[src/rtl/rv_pkg.sv]
// rtl/rv_pkg.sv - shared widths, register indices and word type for the RISC-V datapath
package rv_pkg;

  localparam int XLEN   = 32;
  localparam int REG_AW = 5;

  localparam logic [REG_AW-1:0] REG_ZERO = 5'd0;
  localparam logic [REG_AW-1:0] REG_RA   = 5'd1;
  localparam logic [REG_AW-1:0] REG_SP   = 5'd2;

  localparam logic [XLEN-1:0] SP_INIT_DEF = 32'h0000_03FC;

  typedef logic [XLEN-1:0] word_t;

endpackage

[src/rtl/reg_file_rd_port.sv]
// rtl/reg_file_rd_port.sv - one combinational read port: index mux, x0 forcing, optional write bypass
module reg_file_rd_port #(
  parameter int XLEN   = rv_pkg::XLEN,
  parameter int NREGS  = 32,
  parameter int BYPASS = 0
) (
  input  logic [XLEN-1:0]          regs [NREGS],
  input  logic [rv_pkg::REG_AW-1:0] addr,
  input  logic                     byp_valid,
  input  logic [rv_pkg::REG_AW-1:0] byp_addr,
  input  logic [XLEN-1:0]          byp_data,
  output logic [XLEN-1:0]          data
);

  always_comb begin
    data = regs[addr];
    if (addr == rv_pkg::REG_ZERO) begin
      data = '0;
    end else if ((BYPASS != 0) && byp_valid && (byp_addr == addr)) begin
      data = byp_data;
    end
  end

endmodule

[src/rtl/reg_file.sv]
// rtl/reg_file.sv - 32 x XLEN integer register file with two ALU read ports and a debug read port
module reg_file #(
  parameter int                 XLEN    = rv_pkg::XLEN,
  parameter int                 NREGS   = 32,
  parameter logic [XLEN-1:0]    SP_INIT = rv_pkg::SP_INIT_DEF,
  parameter int                 BYPASS  = 0
) (
  input  logic                      clk,
  input  logic                      rst,
  input  logic                      reg_write,
  input  logic [rv_pkg::REG_AW-1:0] rd_addr,
  input  logic [XLEN-1:0]           rd_data,
  input  logic [rv_pkg::REG_AW-1:0] rs1_addr,
  input  logic [rv_pkg::REG_AW-1:0] rs2_addr,
  output logic [XLEN-1:0]           rs1_data,
  output logic [XLEN-1:0]           rs2_data,
  input  logic [rv_pkg::REG_AW-1:0] dbg_addr,
  output logic [XLEN-1:0]           dbg_data
);

  logic [XLEN-1:0] regs [1:NREGS-1];
  logic [XLEN-1:0] regs_view [NREGS];
  logic            wr_en;

  assign wr_en = reg_write && !rst && (rd_addr != rv_pkg::REG_ZERO);

  always_ff @(posedge clk or posedge rst) begin
    if (rst) begin
      for (int i = 1; i < NREGS; i++) begin
        regs[i] <= (i == int'(rv_pkg::REG_SP)) ? SP_INIT : '0;
      end
    end else if (wr_en) begin
      regs[rd_addr] <= rd_data;
    end
  end

  // x0 has no storage; slot 0 of the view is a constant zero
  always_comb begin
    regs_view[0] = '0;
    for (int i = 1; i < NREGS; i++) begin
      regs_view[i] = regs[i];
    end
  end

  reg_file_rd_port #(.XLEN(XLEN), .NREGS(NREGS), .BYPASS(BYPASS)) u_rs1 (
    .regs      (regs_view),
    .addr      (rs1_addr),
    .byp_valid (wr_en),
    .byp_addr  (rd_addr),
    .byp_data  (rd_data),
    .data      (rs1_data)
  );

  reg_file_rd_port #(.XLEN(XLEN), .NREGS(NREGS), .BYPASS(BYPASS)) u_rs2 (
    .regs      (regs_view),
    .addr      (rs2_addr),
    .byp_valid (wr_en),
    .byp_addr  (rd_addr),
    .byp_data  (rd_data),
    .data      (rs2_data)
  );

  // debug view always shows committed state
  reg_file_rd_port #(.XLEN(XLEN), .NREGS(NREGS), .BYPASS(0)) u_dbg (
    .regs      (regs_view),
    .addr      (dbg_addr),
    .byp_valid (1'b0),
    .byp_addr  (rv_pkg::REG_ZERO),
    .byp_data  ('0),
    .data      (dbg_data)
  );

endmodule

[config.mk]
export PLATFORM = sky130hd
export DESIGN_NAME = reg_file
export DESIGN_NICKNAME = d
export VERILOG_FILES = /design/src/rtl/rv_pkg.sv /design/src/rtl/reg_file_rd_port.sv /design/src/rtl/reg_file.sv
export SDC_FILE = /design/constraint.sdc
export NUM_CORES = 2
export LEC_CHECK = 0
export ABC_AREA = 1
export BUFFER_PORTS_ARGS = -buffer_cell sky130_fd_sc_hd__buf_2
export CELL_PAD_IN_SITES_DETAIL_PLACEMENT = 0
export CELL_PAD_IN_SITES_GLOBAL_PLACEMENT = 2
export CORE_AREA = 10 10 460 641
export DETAILED_ROUTE_END_ITERATION = 12
export DIE_AREA = 0 0 470 651
export PLACE_DENSITY_LB_ADDON = 0.1
export SLEW_MARGIN = 20
export SYNTH_ARGS = -nofsm -noshare
export SYNTH_HDL_FRONTEND = slang
export SYNTH_SLANG_ARGS = --single-unit
export TNS_END_PERCENT = 1
[constraint.sdc]
create_clock -name clk -period 41.1 [get_ports clk]
set_clock_uncertainty 0.15 [all_clocks]
set_input_delay 8.22 -clock clk [delete_from_list [all_inputs] [get_ports clk]]
set_output_delay 8.22 -clock clk [all_outputs]
set_load 0.01 [all_outputs]
* Word level (Yosys, flattened, before mapping)
Cells that the tools add are included.
** Word-level totals
- Input bits :: 55
- Logic and storage cells :: 63
- Output and inout port bits :: 96
- Bits in registers :: 992
** Cells by class
- Reductions and logical operators :: 8
- Bitwise gates (word level) :: 4
- Magnitude comparators :: 5
- Mux-type cells :: 15
** Operators by type and width (count)
- $bwmux W992 :: 1
- $bmux W32 S5 :: 3
- $mux W32 :: 10
- $demux W32 S5 :: 1
- $ge A6 B6 Y1 const B :: 4
- $not A5 Y6 :: 4
- $logic_not A5 Y1 :: 3
- $lt A6 B1 Y1 const B :: 1
- $reduce_bool A5 Y1 :: 1
- $logic_and A1 B1 Y1 :: 3
- $logic_not A1 Y1 :: 1

* Logic depth before layout (Yosys ltp)
- Word-level depth :: 6
- Gate-level depth with buffers :: 14
- Depth with buffers taken out :: 11

* Hierarchy
From an unflattened synthesis, not the netlist that was laid out.
** Unflattened totals
- Cell total of the unflattened synthesis :: 11831
- Area, all modules :: 71408.5 um^2
** Modules (own cells, without submodules)
- reg_file :: sequential area each 24833.8 um^2, area an instance 39195.1 um^2, cells an instance 4439, instances 1
- reg_file_rd_port :: sequential area each 0.0 um^2, area an instance 10737.8 um^2, cells an instance 2464, instances 3

* Least setup slack after synthesis
Ideal clock, no wire load.
- Path kind :: in2out
- Start :: in rs2_addr[0] in the netlist's numbering
- End :: out rs2_data[10]
- Required time :: 32.730 ns
- Cell stages on the path :: 12
- Arrival :: 9.501 ns
- Buffers on the path :: 3
- Slack :: 23.229 ns
- Path through :: buf_2 > inv_2 > clkbuf_1 > clkbuf_1 > nand2_1 > nand2_1 > nand2_1 > nand3_1 > nand3_1 > nand2_1 > nand2_1 > nand2_1
** On the way
- Word-level cells in the longest chain between the ends :: 5
- Elaborated cells on any way between the ends :: 6
- Classes of those cells :: mux: 4; bitwise: 1; reduce/logical: 1
** Ends and longest elaborated chain
- from (decl) :: line reg_file.sv:14 : input logic [rv_pkg::REG_AW-1:0] rs2_addr,
- $not A5 Y6 (not written as such) :: line reg_file_rd_port.sv:16 : data = regs[addr];
- $bmux W32 S5 :: line reg_file_rd_port.sv:16
- $mux W32 (not written as such) (2 in series) :: line reg_file_rd_port.sv:16
- $mux W32 * :: line reg_file_rd_port.sv:17 : if (addr == rv_pkg::REG_ZERO) begin
- to (decl) :: line reg_file.sv:16 : output logic [XLEN-1:0] rs2_data,
Every way passes the cells marked *; elsewhere a longest branch is shown, timed or not. The select of a mux whose other input is x is not followed.

* Final worst setup path
- Start :: in rs1_addr[0] in the netlist's numbering
- End :: out rs1_data[14]
** On the way
- Word-level cells in the longest chain between the ends :: 5
- Elaborated cells on any way between the ends :: 6
- Classes of those cells :: mux: 4; bitwise: 1; reduce/logical: 1
** Ends and longest elaborated chain
- from (decl) :: line reg_file.sv:13 : input logic [rv_pkg::REG_AW-1:0] rs1_addr,
- $not A5 Y6 (not written as such) :: line reg_file_rd_port.sv:16
- $bmux W32 S5 :: line reg_file_rd_port.sv:16
- $mux W32 (not written as such) (2 in series) :: line reg_file_rd_port.sv:16
- $mux W32 * :: line reg_file_rd_port.sv:17
- to (decl) :: line reg_file.sv:15 : output logic [XLEN-1:0] rs1_data,
Marked as above.

==> metrics.txt <==
Post-Syn Nets=~11000; max frequency=48.1 MHz; Crit path required time=32.73 ns; hold crit path type=register to register; WL per Instance=28.7 µm; Register-to-Register Path Depth=2; sequential fraction of the synthesis area=36.8%; CTS buffer count=around 140; row cnt=231; Least-Margin Pin Slew=between 1 and 1.5 ns; vias in the first global route=slightly above 70000; clk buf depth=4; crit path DAT=roughly 12 ns; unrepaired setup endpoints after global routing=false; max reg flops=approximately 990; Final Max Tran Viols=0; Pwr Density=between 40 and 50 nW/µm²; Leakage=between 30 and 40 nW; Placeable Area=between 200000 and 300000 µm²; Slew HR=around a fifth; outcome=finished clean; Sequential Area=24800 µm²; Synth Area per Inst=about 6.1 µm²; yosys warns=0; clock latency on the worst-skew pair=around 0.85 ns; Final min period=slightly above 20 ns; Boundary Pins=151; dpl hpwl=around 230000 µm; Final ANT Viol Nets=0; Clock Pin Slew Worst Setup and Hold Paths=0.05 ns; Crit Path Max Fanout=91; #FFs+latches synth=992; count of final setup violators=0; Initial Util=23.9%; vias=roughly 74000; hold buffers post-CTS=0; Setup CP Type=input pin to primary output; R2R Path Start=regs[497]$_DFFE_PP0P_; gpl congestion=0.788; H-tree Lvls=4; Critical Path End=rs1_data[14]; DIE AREA=306000 µm²; Area Overhead vs Synth=12.0%; Sink Count=approximately 1000; initial antenna violation count=29; most frequent cells in the layout=nand2_1, nand3_1, dfrtp_1, o21ai_0, inv_1; cell area after synthesis=just under 70000 µm²; Nets=10700; Final Util=26.7%; first-pass GRT wire length=~600000 µm; filler instances=between 30000 and 40000; PortBufs=150; Die Y=around 650 µm; setup TNS=0 ns; share of post-route cells with drive strength above 1=5.58%; GR Util All Layers=26.2%; crit path from=rs1_addr[0]; synthesized instance count=between 10000 and 15000; Reg2Reg Setup Slack=roughly 40 ns; post-CTS setup buffer count=0; max-cap viol count=0; Critical Path Source Type=input pin; commonest non-fill, non-tap cell in the layout=nand2_1; CTS root buffer=clkbuf_16; CTS tree=done; drt drc=0; Die Wd=approximately 470 µm; worst vdd ir=a little under 0.00003 V; critical path capture point type=primary output; Reg2Reg Capture Point=regs[497]$_DFFE_PP0P_; biggest regs=regs: 992 flops; Biggest register=regs; Hold Fails Final Rpt=0; Netlist cell types=22; Pre-Repair DR Iteration Count=6; routed vias/inst=just over 5; area of the multi-input gates=roughly 36000 µm²; pin count of the biggest net entering global routing=between 100 and 150; Post-Route WL=roughly 420000 µm; grt total ovfl=0; initial detailed-routing violation count=roughly 7600; post-cts resize count=0; fin crit share=between 50% and 60%
-- Yosys cell counts (all sizes together) --
master	instances	area share (%)
a21oi	288	2.1
buf	280	1.9
clkbuf	620	3.5
dfrtp	984	36
dfstp	8	0.31
inv	895	5.0
nand2	4854	27
nand3	1931	14
nor2	260	1.5
nor3	5	0.093
nor4	1	0.032
o21ai	1011	7.5
-- metrics by stage --
| stage | area [µm²] | setup slack (ns) | hold slack [ns] | power [mW] | instances |
|---|---|---|---|---|---|
| floorplan | 67500 | 4.83 | 0.303 | 1.68 | 11100 |
| finish | 75600 | 20.31 | 0.332 | 3.24 | 14500 |
| global route | 75600 | 20.22 | 0.350 | 3.42 | 14500 |
| CTS | 75500 | 20.44 | 0.337 | 3.28 | 14500 |
| detailed placement | 70900 | 20.44 | 0.323 | 1.97 | 14300 |
| global placement | 70900 | 20.39 | 0.317 | 1.97 | 14300 |
-- logic make-up (layout without fill, tap and decap cells) --
| group | count (synthesis) | after routing | share of synthesized area [%] |
|---|---|---|---|
| AND/OR/NAND/NOR | 7051 | 7051 | 43.2 |
| buffers and inverters | 1795 | 1449 | 10.4 |
| AO/OA/AOI/OAI | 1299 | 1299 | 9.64 |
| flip-flops | 992 | 992 | 36.8 |
| other | 0 | 8 | 0 |
-- where the power goes --
group,switching (mW),internal [mW]
clock,0.533,0.754
combinational,0.513,0.210
sequential,0.122,1.11
total,1.17,2.07
-- final cells by class --
class,count,area share [%]
Sequential cell,992,32.9
Clock inverter,41,0.616
Timing Repair Buffer,310,2.91
Inverter,895,4.57
Antenna cell,8,0.0265
Multi-Input combinational cell,8350,47.4
Tap cell,3728,6.17
Clock buffer,203,5.47
-- routing by layer --
| layer | global-route usage, % | share of wire (%) | up-vias |
|---|---|---|---|
| met3 | 3.40 | 5.4 | 580 |
| met1 | 33.1 | 43 | 36800 |
| met2 | 46.3 | 49 | 2698 |
| li1 | - | - | 34200 |
| met4 | 7.64 | 3.1 | 6 |
| met5 | 0 | 0.0096 | - |
-- critical path, stage by stage --
cell and delay [ns]:
buf_8 0.61, buf_4 0.79, buf_4 0.76, buf_4 0.72
nand2_1 0.11, nand3_1 0.10, nand2_1 0.07, nand2_1 0.07
nand3_1 0.09, nand2_1 0.13, nand2_1 0.12, nand2_1 0.24
buf_2 0.18
-- worst min path at each step --
| stage | from | end | slack (ns) | depth (start not counted) |
|---|---|---|---|---|
| finish | regs[644]$_DFFE_PP0P_ | regs[644]$_DFFE_PP0P_ | 0.33 | 2 |
| global route | regs[932]$_DFFE_PP1P_ | regs[932]$_DFFE_PP1P_ | 0.35 | 2 |
| CTS | regs[922]$_DFFE_PP0P_ | regs[922]$_DFFE_PP0P_ | 0.34 | 2 |
| detailed placement | regs[635]$_DFFE_PP0P_ | regs[635]$_DFFE_PP0P_ | 0.32 | 2 |
| global placement | regs[947]$_DFFE_PP0P_ | regs[947]$_DFFE_PP0P_ | 0.32 | 2 |
| floorplan | regs[512]$_DFFE_PP0P_ | regs[512]$_DFFE_PP0P_ | 0.30 | 2 |
Power figures use the tool's default switching activity.
